### src/rtl/i2c_bit_sequencer.sv
// Bit-level I2C master: runs one register write or read frame per accepted request and
// drives open-drain SCL/SDA enables; reports slave NACKs and returns the read byte.
module i2c_bit_sequencer #(
    parameter int unsigned CLK_DIV = 125
) (
    input  logic       i_clk,
    input  logic       reset_n,
    input  logic [7:0] i_addr_w_rw,
    input  logic [7:0] i_sub_addr,
    input  logic [7:0] i_data_write,
    input  logic       req_trans,
    output logic       busy,
    output logic       done,
    output logic       ack_err,
    output logic [7:0] data_out,
    output logic       valid_out,
    output logic       scl_oe,
    output logic       sda_oe,
    input  logic       sda_i
);

    localparam int unsigned QW = (CLK_DIV > 2) ? $clog2(CLK_DIV) : 1;
    localparam logic [QW-1:0] QMax = QW'(CLK_DIV - 1);

    typedef enum logic [3:0] {
        StIdle, StStart, StAddr, StAckA, StSub, StAckS, StWdata, StAckW,
        StRstart, StRaddr, StAckR, StRdata, StMnack, StStop, StFin
    } state_e;

    state_e          state_q, state_d;
    logic [QW-1:0]   qcnt_q, qcnt_d;
    logic [1:0]      phase_q, phase_d;
    logic [2:0]      bit_q, bit_d;
    logic [7:0]      addr_q, addr_d, sub_q, sub_d, wdata_q, wdata_d;
    logic [7:0]      rx_q, rx_d, data_q, data_d;
    logic            ack_err_q, ack_err_d;
    logic            sda_q;
    logic            in_slot, q_last, sample_pt, slot_end, ack_slot;
    logic [7:0]      tx_byte;
    logic            tx_bit;

    assign in_slot   = (state_q != StIdle) && (state_q != StFin);
    assign q_last    = (qcnt_q == QMax);
    assign sample_pt = q_last && (phase_q == 2'd2);
    assign slot_end  = q_last && (phase_q == 2'd3);
    assign ack_slot  = state_q inside {StAckA, StAckS, StAckW, StAckR};

    always_ff @(posedge i_clk) begin
        if (!reset_n) begin
            state_q   <= StIdle;
            qcnt_q    <= '0;
            phase_q   <= 2'd0;
            bit_q     <= 3'd0;
            addr_q    <= 8'h00;
            sub_q     <= 8'h00;
            wdata_q   <= 8'h00;
            rx_q      <= 8'h00;
            data_q    <= 8'h00;
            ack_err_q <= 1'b0;
            sda_q     <= 1'b0;
        end else begin
            state_q   <= state_d;
            qcnt_q    <= qcnt_d;
            phase_q   <= phase_d;
            bit_q     <= bit_d;
            addr_q    <= addr_d;
            sub_q     <= sub_d;
            wdata_q   <= wdata_d;
            rx_q      <= rx_d;
            data_q    <= data_d;
            ack_err_q <= ack_err_d;
            // Remembers the SDA level driven last cycle so Q0 of each slot can hold it.
            sda_q     <= sda_oe;
        end
    end

    always_comb begin
        unique case (state_q)
            StAddr:  tx_byte = {addr_q[7:1], 1'b0};
            StSub:   tx_byte = sub_q;
            StWdata: tx_byte = wdata_q;
            StRaddr: tx_byte = {addr_q[7:1], 1'b1};
            default: tx_byte = 8'h00;
        endcase
        tx_bit = tx_byte[3'd7 - bit_q];
    end

    always_comb begin
        state_d   = state_q;
        qcnt_d    = qcnt_q;
        phase_d   = phase_q;
        bit_d     = bit_q;
        addr_d    = addr_q;
        sub_d     = sub_q;
        wdata_d   = wdata_q;
        rx_d      = rx_q;
        data_d    = data_q;
        ack_err_d = ack_err_q;

        if (in_slot) begin
            if (q_last) begin
                qcnt_d  = '0;
                phase_d = phase_q + 2'd1;
            end else begin
                qcnt_d = qcnt_q + 1'b1;
            end
        end
        if (sample_pt && ack_slot && sda_i) ack_err_d = 1'b1;
        if (sample_pt && (state_q == StRdata)) rx_d = {rx_q[6:0], sda_i};

        unique case (state_q)
            StIdle: begin
                if (req_trans) begin
                    addr_d    = i_addr_w_rw;
                    sub_d     = i_sub_addr;
                    wdata_d   = i_data_write;
                    ack_err_d = 1'b0;
                    qcnt_d    = '0;
                    phase_d   = 2'd0;
                    bit_d     = 3'd0;
                    state_d   = StStart;
                end
            end
            StStart:  if (slot_end) state_d = StAddr;
            StRstart: if (slot_end) state_d = StRaddr;
            StAddr, StSub, StWdata, StRaddr, StRdata: begin
                if (slot_end) begin
                    bit_d = bit_q + 3'd1;
                    if (bit_q == 3'd7) begin
                        unique case (state_q)
                            StAddr:  state_d = StAckA;
                            StSub:   state_d = StAckS;
                            StWdata: state_d = StAckW;
                            StRaddr: state_d = StAckR;
                            default: state_d = StMnack;
                        endcase
                    end
                end
            end
            // ack_err_q already reflects this slot's sample by the end of Q3.
            StAckA: if (slot_end) state_d = ack_err_q ? StStop : StSub;
            StAckS: begin
                if (slot_end) state_d = ack_err_q ? StStop : (addr_q[0] ? StRstart : StWdata);
            end
            StAckR: if (slot_end) state_d = ack_err_q ? StStop : StRdata;
            StAckW, StMnack: if (slot_end) state_d = StStop;
            StStop: begin
                if (slot_end) begin
                    state_d = StFin;
                    if (addr_q[0] && !ack_err_q) data_d = rx_q;
                end
            end
            default: state_d = StIdle;
        endcase
    end

    always_comb begin
        scl_oe = 1'b0;
        sda_oe = 1'b0;
        unique case (state_q)
            StStart: sda_oe = phase_q[1];
            StRstart: begin
                scl_oe = (phase_q == 2'd0);
                sda_oe = (phase_q == 2'd0) ? sda_q : (phase_q == 2'd3);
            end
            StStop: begin
                scl_oe = ~phase_q[1];
                sda_oe = (phase_q == 2'd0) ? sda_q : (phase_q != 2'd3);
            end
            StAddr, StSub, StWdata, StRaddr: begin
                scl_oe = ~phase_q[1];
                sda_oe = (phase_q == 2'd0) ? sda_q : ~tx_bit;
            end
            StAckA, StAckS, StAckW, StAckR, StRdata, StMnack: begin
                scl_oe = ~phase_q[1];
                sda_oe = (phase_q == 2'd0) ? sda_q : 1'b0;
            end
            default: ;
        endcase
    end

    assign busy      = in_slot;
    assign done      = (state_q == StFin);
    assign valid_out = done && addr_q[0] && !ack_err_q;
    assign ack_err   = ack_err_q;
    assign data_out  = data_q;

endmodule
### config.mk
export PLATFORM = sky130hd
export DESIGN_NAME = i2c_bit_sequencer
export DESIGN_NICKNAME = d
export VERILOG_FILES = /design/src/rtl/i2c_bit_sequencer.sv
export SDC_FILE = /design/constraint.sdc
export NUM_CORES = 1
export LEC_CHECK = 0
export ABC_AREA = 1
export BUFFER_PORTS_ARGS = -buffer_cell sky130_fd_sc_hd__buf_2
export CAP_MARGIN = 5
export CORE_AREA = 5 5 81 83
export DETAILED_ROUTE_END_ITERATION = 16
export DIE_AREA = 0 0 86 88
export PLACE_DENSITY = 0.84
export SYNTH_ARGS = -nofsm -noshare
export SYNTH_HDL_FRONTEND = slang
export SYNTH_SLANG_ARGS = --single-unit
### constraint.sdc
create_clock -name i_clk -period 1.5 [get_ports i_clk]
set_clock_uncertainty 0.1 [all_clocks]
set_input_delay 0.075 -clock i_clk [delete_from_list [all_inputs] [get_ports i_clk]]
set_output_delay 0.075 -clock i_clk [all_outputs]
set_load 0.005 [all_outputs]
* Yosys cells after proc, flatten, opt, wreduce, memory -nomap -nowiden
Index checks and enable logic that the tools add are counted.
** Operators by class
- $add $sub $neg :: 4
- Order comparisons :: 1
- Eq/ne operators :: 30
- Multiplexer cells :: 39
- Bitwise operators :: 2
- Reduce and logical (&&, ||, !) cells :: 24
** Operators by type and width (count)
- two-way mux 4 bit :: 13
- one-hot mux 4 bit (9 select lines) :: 1
- one-hot mux 8 bit (4 select lines) :: 1
- equality test 4 bit (second input constant) :: 7
- two-way mux 7 bit :: 4
- inequality test 2 bit (second input constant) :: 11
- equality test 4 x 3 -> 1 bit (second input constant) :: 4
- one-hot mux 4 bit (4 select lines) :: 1
- OR reduction 11 bit :: 1
- AND reduction 10 bit :: 1
- logical AND 1 bit :: 9
- two-way mux 3 bit :: 3
- equality test 4 x 2 -> 1 bit (second input constant) :: 2
- two-way mux 1 bit :: 8
- two-way mux 2 bit :: 4
- nonzero test 4 bit :: 2
- adder 7 x 1 -> 7 bit (second input constant) :: 1
- equality test 7 bit (second input constant) :: 1
- one-hot mux 3 bit (2 select lines) :: 1
- AND reduction 3 bit :: 2
- OR reduction 6 bit :: 1
- one-hot mux 1 bit (5 select lines) :: 1
- OR reduction 5 bit :: 1
- equality test 2 bit (second input constant) :: 2
- 17 further kinds :: 18
** Storage, ports and cells
- Register bits after elaboration :: 58
- Input bits :: 28
- Word-level logic and storage cells :: 111

* Longest topological paths before layout
Gate-level depths: netlist (run 1).
- Depth in word-level cells :: 7
- Mapped depth :: 12
- Depth with buffers taken out :: 12

* Worst setup path after synthesis (run 1)
Ideal clock, no wire load.
- Path type :: register to register
- Start point :: register qcnt_q[0]
- End point :: register state_q[0]
- Data arrival time :: 1.460 ns
- Data required time :: 1.278 ns
- Slack :: -0.181 ns
- Cell stages (with the launch flop) :: 12
- Cell sequence :: dfxtp_1 -> inv_1 -> ha_1 -> nand3_1 -> nor3_1 -> nand2_1 -> nand2_1 -> nand2_1 -> a21oi_1 -> nand2_1 -> o21ai_0 -> a21oi_1
** On the way
- Cells in the longest elaborated chain, start to end :: 4
** RTL lines
- start, declared :: RTL line 31 : logic [QW-1:0] qcnt_q, qcnt_d;
- start signal, assigned :: RTL line 63 : qcnt_q <= qcnt_d;
- equality test 7 bit * :: RTL line 43 : assign q_last = (qcnt_q == QMax);
- logical AND 1 bit * :: RTL line 45 : assign slot_end = q_last && (phase_q == 2'd3);
- inequality test 2 bit (no line)
- AND reduction 10 bit (no line) *
- end signal, assigned :: RTL line 50 : state_q <= StIdle;
- end signal, assigned :: RTL line 62 : state_q <= state_d;
- end, declared :: RTL line 30 : state_e state_q, state_d;
Every way passes the cells marked *; elsewhere a longest branch is shown, timed or not.
A chain may end at the register's enable or synchronous reset.

* Final worst setup path (run 1)
- Start point :: register state_q[0]
- End point :: output port sda_oe
** On the way
- Cells in the longest elaborated chain, start to end :: 7
** RTL lines
- equality test 4 bit, or another cell as far along :: RTL line 78, 160
- one-hot mux 8 bit (4 select lines) :: RTL line 78 : unique case (state_q)
- binary-select mux 1 bit (select 3 bit) :: RTL line 85 : tx_bit = tx_byte[3'd7 - bit_q];
- two-way mux 1 bit (implied by the code) :: RTL line 85
- inverter 1 bit :: RTL line 172 : sda_oe = (phase_q == 2'd0) ? sda_q : ~tx_bit;
- two-way mux 1 bit :: RTL line 172
- one-hot mux 1 bit (5 select lines) * :: RTL line 160 : unique case (state_q)
- end, declared :: RTL line 18 : output logic sda_oe,
Every way passes the cells marked *; elsewhere a longest branch is shown, timed or not. The select of a mux whose other input is x is not followed.

==> impl_summary.log, run 1 <==
INFO  metric run_status = finished with violations
INFO  metric violations = negative setup slack
INFO  metric ys.warnings.count = 0
INFO  metric cp_max_fanout = 8
INFO  metric finalSetupViolCount = 63
INFO  metric clkTransAtPathRegs = 80 ps
INFO  metric grt_setup_unrepaired = true
INFO  metric static-leakage-power = 1.965 nW
INFO  metric design.core.area = 5781 um2
INFO  metric netlist_instances = 413
INFO  metric layout.cells.non_filler = 627
INFO  metric crit_path_max_incr_delay = 370 ps
INFO  metric drv_cap = 0
INFO  metric placedCellCount = 574
INFO  metric place_area = 3572 um2
INFO  metric final-max-slew-violation-count = 0
INFO  metric worst_ep_required_time = 1320 ps
INFO  metric initial_antenna_violation_count = 0
INFO  metric antenna_cells = 0
INFO  metric period_share = 146.2%
INFO  metric timing.hold.worst_path_depth = 3
INFO  metric grt_overflow = 0
INFO  metric drtPass1Iterations = 5
INFO  metric fin_hold_ws = 62.57 ps
INFO  metric grt_pass1_wl = 14.80 mm
INFO  metric hold_viol = 0
INFO  metric mappedNetlistArea = 2828 um2
INFO  metric die_area = 7568 um2
INFO  metric gp_congestion = 0.9364
INFO  metric synth.ff_latch_count = 58
INFO  metric yosysSeqAreaShare = 41.06%
INFO  metric ys_top_cells_by_area = sky130_fd_sc_hd__dfxtp_1, sky130_fd_sc_hd__nand2_1, sky130_fd_sc_hd__nand3_1, sky130_fd_sc_hd__a21oi_1, sky130_fd_sc_hd__nor2_1
INFO  metric layout.cell_area.non_filler = 4711 um2
INFO  metric max-vdd-ir-drop = 0.0009512 V
INFO  metric area_delta_synth_final = 66.59%
INFO  metric clk_root_buffer_cell = sky130_fd_sc_hd__clkbuf_8
INFO  metric setup.worst_path.end_class = output pin
INFO  metric ys_types = 28
INFO  metric postLayoutSetupSlackWorst = -693.2 ps
INFO  metric relSlewSlack = 68.16%
INFO  metric worst-endpoint-arrival = 2020 ps
INFO  metric cts_made_buffers = 9
INFO  metric timing.critical_path.from_type = register
INFO  metric layout_cells_sized_above_1 = 45.65%
INFO  metric detail_route.wl_per_cell = 20.38 um
INFO  metric cells_along_the_critical_path = buf_6 > nor2_4 > nand2_2 > nand2_4 > nand2_1 > nand3_1 > nand3_1 > nand3_2 > nand3_2 > nand2_2 > nand2_1 > buf_2
INFO  metric nets = 582
INFO  metric tritoncts = built
INFO  metric ios = 42
INFO  metric htree_levels = 3
INFO  metric first_global_vias = 3277
INFO  metric placement_rows = 28
INFO  metric cp_slowest_cell = sky130_fd_sc_hd__dfxtp_4
INFO  metric drcViolationCount = 0
INFO  metric yosysTopAreaCell = sky130_fd_sc_hd__dfxtp_1
INFO  metric finalWirelength = 12.78 mm
INFO  metric cellPowerDensity = 1508 nW/um2
INFO  metric critical_path_type = reg -> out
INFO  metric antenna_violating_nets_post_route = 0
INFO  metric achievable-frequency = 456.0 MHz
INFO  metric syn_avg_cell_area = 6.847 um2
INFO  metric chipHeight = 88 um
INFO  metric vias_per_cell = 6.263
INFO  metric clock_sink_count = 58
INFO  metric timing.final.crit_period = 2193 ps
INFO  metric io_buffers = 41
INFO  metric die_x = 86 um
INFO  metric clk_path_buf_depth = 2
INFO  metric timing.hold.worst.class = in -> reg
INFO  metric drtIter0Drc = 481
INFO  metric via_count = 3927
INFO  metric post-dp-hpwl = 5.719 mm
INFO  metric mappedNetlistNets = 448
INFO  metric clkLatencyLatePin = 360 ps
INFO  metric synth.top_cell.area_share = 41.06%
INFO  metric worstMarginPinSlew = 477.6 ps
INFO  metric grt_max_degree = 36
INFO  metric gr-usage-all-layers = 24.62%
INFO  metric total_power = 7.104 mW
INFO  metric floorplan.initialDensity = 48.92%
INFO  metric worst_r2r_path_depth = 11
report_power, final:
group	internal (mW)	switching, mW	leakage [nW]
clock	0.776	0.713	0.0962
sequential	1.76	0.199	0.475
combinational	1.56	2.10	1.39
critical path, delay by kind of cell (launching register included):
kind	cells	cell delay (ps)
buf+inv	2	260
flops	1	370
simple gates	10	1060
final cells by class:
| type | count | area (um2) |
|---|---|---|
| Multi-Input combinational cell | 299 | 1954 |
| Sequential cell | 58 | 1177 |
| Timing Repair Buffer | 135 | 1110 |
| Fill cell | 301 | 1070 |
| Inverter | 44 | 175.2 |
| Clock buffer | 9 | 123.9 |
| Tap cell | 75 | 93.84 |
| Clock inverter | 7 | 76.32 |
synthesized netlist by cell type, drive strengths merged:
master   number
o211ai        1
o22ai         2
nor4          2
and3          1
or2           1
nor3          6
nor2         47
dfxtp        58
o2111ai       4
ha            7
nand2        94
inv          43
a32o          1
nand4         3
buf           5
xnor2         1
nand3        54
o21ai        20
a21oi        52
a211oi        3
clkinv        1
clkbuf        7
metrics by stage:
stage / utilization, % / setup WS [ps] / setup TNS (ps)
floorplan: - / -46.46 / -242.7
global placement: 61.80 / -413.6 / -5721
detailed placement: 61.80 / -365.9 / -9779
CTS: 74.18 / -538.4 / -9174
global route: 81.49 / -774.6 / -23210
finish: 81.49 / -693.2 / -20020
routing by layer:
layer  global-route usage [%]  share of wire (%)
met5                        0                  0
met4                    11.22                7.7
met3                    4.704                9.3
met2                    42.96                 48
met1                    29.27                 35
flip-flops by register name (all words and copies together) (netlist names):
name / flops
qcnt_q: 7
sda_q: 1
rx_q: 8
addr_q: 8
wdata_q: 8
data_out: 8
bit_q: 3
ack_err: 1
state_q: 4
phase_q: 2
sub_q: 8
final timing paths:
| path | from | endpoint | slack (ps) |
|---|---|---|---|
| worst min-delay path | reset_n | data_out[2]$_SDFFE_PN0P_ | 60 |
| worst max register to register | state_q[3]$_SDFFE_PN0P_ | qcnt_q[2]$_SDFF_PN0_ | -450 |
| worst min register to register | wdata_q[4]$_SDFFE_PN0P_ | wdata_q[4]$_SDFFE_PN0P_ | 380 |
| worst max-delay path | state_q[0]$_SDFFE_PN0P_ | sda_oe | -690 |
cells in the final DEF, fill, tap and decap left out, types with 6 or more instances in the layout:
cell	netlist	layout
sky130_fd_sc_hd__dlygate4sd3_1	0	26
sky130_fd_sc_hd__nand2_4	0	6
sky130_fd_sc_hd__nand3_1	54	37
sky130_fd_sc_hd__dfxtp_1	58	51
sky130_fd_sc_hd__o21ai_2	0	12
sky130_fd_sc_hd__inv_1	41	28
sky130_fd_sc_hd__buf_6	0	15
sky130_fd_sc_hd__buf_2	4	41
sky130_fd_sc_hd__nand3_2	0	15
sky130_fd_sc_hd__a21oi_1	52	37
sky130_fd_sc_hd__buf_4	0	48
sky130_fd_sc_hd__nand2_2	1	26
sky130_fd_sc_hd__o21ai_1	0	7
sky130_fd_sc_hd__clkbuf_8	0	9
sky130_fd_sc_hd__inv_2	2	11
sky130_fd_sc_hd__a21oi_2	0	13
sky130_fd_sc_hd__nand2_1	93	61
sky130_fd_sc_hd__nor2_1	43	31
sky130_fd_sc_hd__nor2_4	2	13
what timing repair did:
item,4_1_cts,5_1_grt
hold endpoints to repair,26,0
pin swaps,27,42
setup buffers,3,5
resized for setup,83,83
hold buffers,26,0
setup endpoints to repair,63,63
cloned,0,5
kinds of logic after synthesis:
logic type                 count (synthesis)  synth area share [%]
buffers and inverters                     56                 7.611
xor gates and xnor gates                   1                0.3098
adders and majority gates                  7                 3.097
and+or+nand+nor                          208                 32.08
DFF                                       58                 41.06
AOI/OAI and AO/OA                         83                 15.84
(Power assumes the default switching activity.)
==> inputs of run 2 (changes only) <==
--- a/config.mk
+++ b/config.mk
@@ -8,10 +8,12 @@
 export ABC_AREA = 1
 export BUFFER_PORTS_ARGS = -buffer_cell sky130_fd_sc_hd__buf_2
 export CAP_MARGIN = 5
-export CORE_AREA = 5 5 81 83
+export CORE_AREA = 2 2 78 80
 export DETAILED_ROUTE_END_ITERATION = 16
-export DIE_AREA = 0 0 86 88
+export DIE_AREA = 0 0 80 82
 export PLACE_DENSITY = 0.84
+export REMOVE_ABC_BUFFERS = 1
+export SLEW_MARGIN = 20
 export SYNTH_ARGS = -nofsm -noshare
 export SYNTH_HDL_FRONTEND = slang
 export SYNTH_SLANG_ARGS = --single-unit
==> run 2 against run 1 <==
Against the previous run:
- the flow now stops in 5_1_grt
- synthesized cell count unchanged
- area after synthesis is the same
==> impl_summary.log, run 2 <==
INFO  metric run_status = did not finish
INFO  metric failed_stage = 5_1_grt
INFO  metric flow.first_error = [ERROR GRT-0232] Routing congestion too high. Check the congestion heatmap in the GUI.
INFO  metric mappedNetlistArea = 2828 um2
INFO  metric yosysSeqAreaShare = 41.06%
INFO  metric post-dp-hpwl = 5.725 mm
INFO  metric synth_flop_cell = sky130_fd_sc_hd__dfxtp_1
INFO  metric gr-usage-all-layers = 78.08%
INFO  metric yosysMostFrequentCell = sky130_fd_sc_hd__nand2_1
INFO  metric synth_edf_count = 0
INFO  metric grt_max_degree = 24
INFO  metric ys_types = 28
INFO  metric netlist_instances = 413
INFO  metric cts_made_buffers = 9
INFO  metric worst_endpoint_type = primary output
INFO  metric ios = 42
INFO  metric clk_root_buffer_cell = sky130_fd_sc_hd__clkbuf_8
INFO  metric synth-async-reset-ratio = 0%
INFO  metric ys_top_cells_by_area = sky130_fd_sc_hd__dfxtp_1, sky130_fd_sc_hd__nand2_1, sky130_fd_sc_hd__nand3_1, sky130_fd_sc_hd__a21oi_1, sky130_fd_sc_hd__nor2_1
INFO  metric yosysTopAreaCell = sky130_fd_sc_hd__dfxtp_1
INFO  metric grt_overflow = 183
INFO  metric die_x = 80 um
INFO  metric io_buffers = 41
INFO  metric yosys-top-cells-count = sky130_fd_sc_hd__nand2_1, sky130_fd_sc_hd__dfxtp_1, sky130_fd_sc_hd__nand3_1
INFO  metric floorplan.initialDensity = 49.22%
INFO  metric ys.warnings.count = 0
INFO  metric place_area = 3557 um2
INFO  metric clk_path_buf_depth = 2
INFO  metric crit_endpoint = sda_oe
INFO  metric chipHeight = 82 um
INFO  metric syn_avg_cell_area = 6.847 um2
INFO  metric synth.top_cell.area_share = 41.06%
INFO  metric clock_sink_count = 58
INFO  metric synth.ff_latch_count = 58
INFO  metric htree_levels = 3
INFO  metric gp_congestion = 0.9673
INFO  metric placement_rows = 28
-- run 2: cell counts after synthesis --
Identical to the previous run, type by type.
-- run 2: repair_timing --
action / 4_1_cts
hold endpoints to repair: 26
gates cloned: 5
hold buffers: 25
pin swaps: 41
setup endpoints to repair: 63
setup buffers: 19
resized for setup: 210
-- run 2: logic make-up after synthesis --
family | count (synthesis) | share of synthesized area (%)
adder cells (fa/ha/maj) | 7 | 3.097
AND/OR/NAND/NOR | 208 | 32.08
XOR/XNOR | 1 | 0.3098
AO/OA/AOI/OAI | 83 | 15.84
buffers and inverters | 56 | 7.611
flip-flops | 58 | 41.06
-- run 2: metal layers --
metal	GRT overflow	track usage, %
met1	0	73.43
met2	119	104.9
met3	3	48.13
met4	61	96.78
met5	0	1.667
-- run 2: metrics by stage --
step / TNS (ps) / setup slack [ps] / hold WS (ps) / std cells
detailed placement: -10580 / -394.2 / 254.4 / 581
CTS: -9832 / -483.8 / 36.50 / 646
floorplan: -19730 / -642.4 / 110.7 / 401
global placement: -7750 / -323.0 / 248.0 / 581
==> inputs of run 3 (changes only) <==
--- a/config.mk
+++ b/config.mk
@@ -8,10 +8,10 @@
 export ABC_AREA = 1
 export BUFFER_PORTS_ARGS = -buffer_cell sky130_fd_sc_hd__buf_2
 export CAP_MARGIN = 5
-export CORE_AREA = 2 2 78 80
+export CORE_AREA = 2 2 88 90
 export DETAILED_ROUTE_END_ITERATION = 16
-export DIE_AREA = 0 0 80 82
-export PLACE_DENSITY = 0.84
+export DIE_AREA = 0 0 90 92
+export PLACE_DENSITY_LB_ADDON = 0.15
 export REMOVE_ABC_BUFFERS = 1
 export SLEW_MARGIN = 20
 export SYNTH_ARGS = -nofsm -noshare
==> constraint.sdc (replaced) <==
create_clock -name i_clk -period 2 [get_ports i_clk]
set_clock_uncertainty 0.1 [all_clocks]
set_input_delay 0.1 -clock i_clk [delete_from_list [all_inputs] [get_ports i_clk]]
set_output_delay 0.1 -clock i_clk [all_outputs]
set_load 0.005 [all_outputs]
==> run 3 against run 2 <==
Against the previous run:
- the flow now finishes, with violations (negative setup slack)
==> impl_summary.log, run 3 (synthesis gave the netlist of run 1 again) <==
INFO  metric final_common_cell = sky130_fd_sc_hd__nand2_1
INFO  metric path_common_cell = sky130_fd_sc_hd__nand3_1
INFO  metric setup.worst_path.end_class = output pin
INFO  metric grt_overflow = 0
INFO  metric switching_power = 1.654 mW
INFO  metric timing.setup.tns = -39.91 ps
INFO  metric gr-usage-met3 = 4.026%
INFO  metric antenna_violating_nets_post_route = 0
INFO  metric cp_launch_point = state_q[0]$_SDFFE_PN0P_
INFO  metric design.core.area = 7447 um2
INFO  metric globalRoute.busiestLayer = met2
INFO  metric globalRouteMet2Util = 29.64%
INFO  metric nets = 545
INFO  metric max-vdd-ir-drop = 0.0004681 V
INFO  metric grt.met1_usage = 27.03%
INFO  metric area_delta_synth_final = 43.27%
INFO  metric drtIter0Drc = 266
INFO  metric placement_rows = 32
INFO  metric grt_setup_unrepaired = true
INFO  metric die_area = 8280 um2
INFO  metric chipHeight = 92 um
INFO  metric cells_along_the_critical_path = inv_4 > nor2_1 > nand2_2 > nand2_4 > nand2_1 > nand3_1 > nand3_1 > nand3_1 > nand3_2 > nand2_2 > nand2_1 > buf_2
INFO  metric final-max-slew-violation-count = 0
INFO  metric detail_route.wl_per_cell = 12.88 um
INFO  metric clock_sink_count = 58
INFO  metric crit_path_max_incr_delay = 410 ps
INFO  metric sw_frac_of_total = 37.09%
INFO  metric fin_hold_ws = 12.39 ps
INFO  metric multi_input_area = 1617 um2
INFO  metric gp_congestion = 0.8717
INFO  metric static-leakage-power = 1.698 nW
INFO  metric finalWirelength = 7.950 mm
INFO  metric hp-start = reset_n
INFO  metric period_share = 101.3%
INFO  metric timing.hold.worst.class = in -> reg
INFO  metric ios = 42
INFO  metric critical_path_type = reg -> out
INFO  metric clk_root_buffer_cell = sky130_fd_sc_hd__clkbuf_8
INFO  metric post-dp-hpwl = 5.230 mm
INFO  metric power.clock.fraction = 29.5%
INFO  metric drv_cap = 0
INFO  metric timing.critical_path.from_type = register
INFO  metric grt_pass1_wl = 13.08 mm
INFO  metric hold_viol = 0
INFO  metric r2r-start = state_q[3]$_SDFFE_PN0P_
INFO  metric clkTransAtPathRegs = 70 ps
INFO  metric vias_per_cell = 4.998
INFO  metric comb_power_share = 37.4%
INFO  metric drcViolationCount = 0
INFO  metric via_count = 3084
INFO  metric achievable-frequency = 493.5 MHz
INFO  metric power.sequential.fraction = 33.1%
INFO  metric relSlewSlack = 71.66%
INFO  metric clkLatencyLatePin = 340 ps
INFO  metric cts_made_buffers = 9
INFO  metric cellPowerDensity = 1101 nW/um2
INFO  metric timing.final.crit_period = 2026 ps
INFO  metric htree_levels = 3
INFO  metric grt_max_degree = 29
INFO  metric drtPass1Iterations = 4
INFO  metric worstMarginPinSlew = 420.6 ps
INFO  metric cp_slowest_cell = sky130_fd_sc_hd__dfxtp_4
INFO  metric cell_internal_pwr = 2.806 mW
INFO  metric floorplan.initialDensity = 37.97%
INFO  metric postLayoutSetupSlackWorst = -26.28 ps
INFO  metric worst-endpoint-arrival = 1830 ps
INFO  metric mostFrequentLayoutCells = sky130_fd_sc_hd__nand2_1, sky130_fd_sc_hd__dfxtp_1, sky130_fd_sc_hd__a21oi_1
INFO  metric tritoncts = built
INFO  metric total_power = 4.460 mW
INFO  metric initial_antenna_violation_count = 0
INFO  metric run_status = finished with violations
INFO  metric seqCellArea = 1179 um2
INFO  metric finalSetupViolCount = 2
INFO  metric clk_path_buf_depth = 2
INFO  metric io_buffers = 41
INFO  metric layout_cells_sized_above_1 = 27.77%
INFO  metric die_x = 90 um
INFO  metric cp_max_fanout = 8
INFO  metric number_of_fillers_in_the_final_layout = 742
INFO  metric antenna_cells = 0
INFO  metric worst_ep_required_time = 1800 ps
INFO  metric gr-usage-all-layers = 19.28%
INFO  metric violations = negative setup slack
INFO  metric first_global_vias = 2840
-- run 3: worst paths after layout --
check | end | slack (ps) | cells after the start
max | sda_oe | -30 | 12
min | state_q[3]$_SDFFE_PN0P_ | 10 | 3
max reg2reg | state_q[2]$_SDFFE_PN0P_ | 40 | 10
min reg2reg | qcnt_q[6]$_SDFF_PN0_ | 350 | 1
-- run 3: cell type report --
type,instances,share of cell area (%)
clock inverters,6,2.841
repair buffers,98,17.54
multi-input cells,299,39.90
inverters,44,4.324
well taps,102,3.150
flip-flops and latches,58,29.09
clock buffers,10,3.150
-- run 3: worst max-delay path: cells and delay by family, from the launching register on --
kind | cells | cell delay (ps)
simple gates | 10 | 890
buf+inv | 2 | 190
flops | 1 | 410
-- run 3: routing by layer --
metal  part of all wire [%]  vias up
met5                      0        -
met4                    1.4        0
met3                    5.9        8
met2                     47      106
met1                     46     1402
li1                       -     1568
-- run 3: stage by stage --
step           utilization, %  instances  cell area, um2  setup slack (ps)
3_5_place_dp            43.38        560            3231             56.56
6_report                54.40        617            4051            -26.28
5_1_grt                 54.40        617            4051            -170.3
3_3_place_gp            43.38        560            3231             71.60
4_1_cts                 53.09        612            3954            -16.50
2_1_floorplan               -        401            2778            -142.4
-- run 3: power groups by stage --
stage,combinational [mW],sequential [mW],clock [mW]
after CTS,1.52,1.46,1.35
after floorplan,0.881,1.41,0
after global placement,1.31,1.44,0
after detailed placement,1.32,1.44,0
after global routing,1.85,1.49,1.40
final,1.67,1.48,1.32
-- run 3: repair_timing --
action,in CTS,in global routing
hold buffers,25,0
buffers inserted,11,5
endpoints found under the setup margin,2,11
gates resized for setup,53,20
endpoints found under the hold margin,26,0
pin swaps,14,13
==> inputs of run 4 (changes only) <==
--- a/config.mk
+++ b/config.mk
@@ -8,9 +8,10 @@
 export ABC_AREA = 1
 export BUFFER_PORTS_ARGS = -buffer_cell sky130_fd_sc_hd__buf_2
 export CAP_MARGIN = 5
-export CORE_AREA = 2 2 88 90
+export CORE_AREA = 2 2 85 87
+export CTS_BUF_LIST = sky130_fd_sc_hd__clkbuf_8 sky130_fd_sc_hd__clkbuf_16
 export DETAILED_ROUTE_END_ITERATION = 16
-export DIE_AREA = 0 0 90 92
+export DIE_AREA = 0 0 87 89
 export PLACE_DENSITY_LB_ADDON = 0.15
 export REMOVE_ABC_BUFFERS = 1
 export SLEW_MARGIN = 20
==> run 4 against run 3 <==
Against the previous run:
- the run still ends with negative setup slack left
- via count is 1.5% higher
- wire length up 2.5%
- sequential power is essentially flat
- power up 0.62%
- count of clock-buffer cells in the layout increased by 2
- hold slack better by 23 ps
- critical endpoint is now sda_q$_SDFF_PN0_
==> impl_summary.log, run 4 (synthesis gave the netlist of run 1 again) <==
INFO  metric run_status = finished with violations
INFO  metric violations = negative setup slack
INFO  metric grt_overflow = 0
INFO  metric clk_path_buf_depth = 2
INFO  metric final_common_cell = sky130_fd_sc_hd__nand2_1
INFO  metric worstMarginPinSlew = 363.8 ps
INFO  metric via_count = 3129
INFO  metric postLayoutSetupSlackWorst = -41.73 ps
INFO  metric htree_levels = 3
INFO  metric grt_pass1_wl = 13.27 mm
INFO  metric layout_cells_sized_above_1 = 29.07%
INFO  metric pre_cts_slack = -97.17 ps
INFO  metric io_buffers = 41
INFO  metric drtIter0Drc = 214
INFO  metric cellPowerDensity = 1100 nW/um2
INFO  metric max-vdd-ir-drop = 0.0004828 V
INFO  metric clock_sink_count = 58
INFO  metric drtPass1Iterations = 5
INFO  metric final-max-slew-violation-count = 0
INFO  metric floorplan.initialDensity = 42.09%
INFO  metric antenna_cells = 0
INFO  metric util_after_layout = 60.73%
INFO  metric static-leakage-power = 1.733 nW
INFO  metric achievable-frequency = 489.8 MHz
INFO  metric setup.worst_path.end_class = register
INFO  metric clk_root_buffer_cell = sky130_fd_sc_hd__clkbuf_8
INFO  metric met2_wirelength = 3.729 mm
INFO  metric placedCellCount = 541
INFO  metric worst_ep_required_time = 2160 ps
INFO  metric total_power = 4.488 mW
INFO  metric timing.hold.worst.class = in -> reg
INFO  metric vias_per_cell = 5.250
INFO  metric tritoncts = built
INFO  metric layout.cells.non_filler = 596
INFO  metric mostFrequentLayoutCells = sky130_fd_sc_hd__nand2_1, sky130_fd_sc_hd__dfxtp_1, sky130_fd_sc_hd__a21oi_1
INFO  metric detail_route.wl_per_cell = 13.67 um
INFO  metric period_share = 102.1%
INFO  metric place_area = 3226 um2
INFO  metric area_delta_synth_final = 44.29%
INFO  metric grt_setup_unrepaired = true
INFO  metric layout.cell_area.non_filler = 4080 um2
INFO  metric detail_route.wirelength.met1 = 3.791 mm
INFO  metric drv_cap = 0
INFO  metric finalSetupViolCount = 2
INFO  metric die_area = 7743 um2
INFO  metric first_global_vias = 2856
INFO  metric critical_path_type = reg -> reg
INFO  metric hold_viol = 0
INFO  metric gr-usage-all-layers = 21.86%
INFO  metric timing.final.crit_period = 2042 ps
INFO  metric initial_antenna_violation_count = 0
INFO  metric drcViolationCount = 0
INFO  metric cts_made_buffers = 9
INFO  metric number_of_fillers_in_the_final_layout = 615
INFO  metric worst-endpoint-arrival = 2200 ps
INFO  metric finalWirelength = 8.145 mm
INFO  metric cp_max_fanout = 6
INFO  metric nets = 546
INFO  metric grt_max_degree = 36
INFO  metric ios = 42
INFO  metric post-dp-hpwl = 5.378 mm
INFO  metric antenna_violating_nets_post_route = 0
INFO  metric relSlewSlack = 75.74%
INFO  metric timing.critical_path.from_type = register
INFO  metric top_layer = met4
INFO  metric die_x = 87 um
INFO  metric gp_congestion = 0.8741
INFO  metric clkTransAtPathRegs = 70 ps
INFO  metric chipHeight = 89 um
INFO  metric wire_length_on_met3 = 395 um
INFO  metric clkLatencyLatePin = 330 ps
INFO  metric design.core.area = 6719 um2
INFO  metric placement_rows = 30
## run 4: cell types whose count changed in the layout (fill, tap and decap cells not counted), moves of 3 or more
cell / previous run / this run
sky130_fd_sc_hd__clkbuf_8: 9 / 12
sky130_fd_sc_hd__nand2_1: 82 / 76
sky130_fd_sc_hd__nand2_2: 10 / 16
sky130_fd_sc_hd__nand3_1: 48 / 45
sky130_fd_sc_hd__nand3_2: 6 / 9
sky130_fd_sc_hd__nor2_2: 8 / 3
sky130_fd_sc_hd__nor2_4: 6 / 9
sky130_fd_sc_hd__o21ai_0: 15 / 18
## run 4: path summary, 6_finish.rpt
check                     startpoint                       end  slack (ps)  cells after the start
max reg2reg  state_q[3]$_SDFFE_PN0P_          sda_q$_SDFF_PN0_         -40                     13
min                          reset_n  data_out[3]$_SDFFE_PN0P_          30                      3
max          state_q[3]$_SDFFE_PN0P_          sda_q$_SDFF_PN0_         -40                     13
min reg2reg     qcnt_q[6]$_SDFF_PN0_      qcnt_q[6]$_SDFF_PN0_         350                      1
## run 4: stage by stage
stage,hold WS [ps],TNS (ps)
3_3_place_gp,270.8,-132.5
2_1_floorplan,135.7,-852.0
4_1_cts,12.32,-31.78
5_1_grt,48.43,-351.4
6_report,34.91,-83.33
3_5_place_dp,276.5,-117.0
## run 4: what timing repair did
| item | 4_1_cts | 5_1_grt |
|---|---|---|
| resized for setup | 44 | 39 |
| buffers inserted | 12 | 2 |
| gates cloned | 0 | 0 |
| setup endpoints to repair | 3 | 8 |
| hold buffers | 26 | 0 |
| endpoints found under the hold margin | 26 | 0 |
| pin swaps | 8 | 15 |
## run 4: worst max-delay path, cell delays in order, from the launching register on
cell and delay, ps:
sky130_fd_sc_hd__dfxtp_4 430, sky130_fd_sc_hd__inv_6 70, sky130_fd_sc_hd__nor2_4 120, sky130_fd_sc_hd__buf_4 150
sky130_fd_sc_hd__a21oi_4 60, sky130_fd_sc_hd__o21ai_2 80, sky130_fd_sc_hd__nor2_1 70, sky130_fd_sc_hd__nor2_1 210
sky130_fd_sc_hd__nor3_4 70, sky130_fd_sc_hd__buf_4 140, sky130_fd_sc_hd__buf_4 120, sky130_fd_sc_hd__buf_4 120
sky130_fd_sc_hd__buf_4 120, sky130_fd_sc_hd__a21oi_1 140
## run 4: cell type report
type	count	area, um2	area share, %
multi-input combinational	299	1660	40.69
inverter	44	180.2	4.416
clock inverter	4	72.57	1.779
sequential	58	1181	28.95
timing repair buffer	99	720.7	17.66
clock buffer	12	165.2	4.048
tap	80	100.1	2.453
## run 4: metal layers
metal	vias up	GRT usage, %
li1	1575	-
met1	1435	29.61
met2	98	33.59
met3	21	4.340
met4	0	10.23
met5	-	0
## run 4: power breakdown
part / switching, mW / total (mW) / internal, mW
Sequential: 0.161 / 1.48 / 1.32
Combinational: 1.06 / 1.73 / 0.673
Clock: 0.475 / 1.28 / 0.802
Total: 1.70 / 4.49 / 2.79
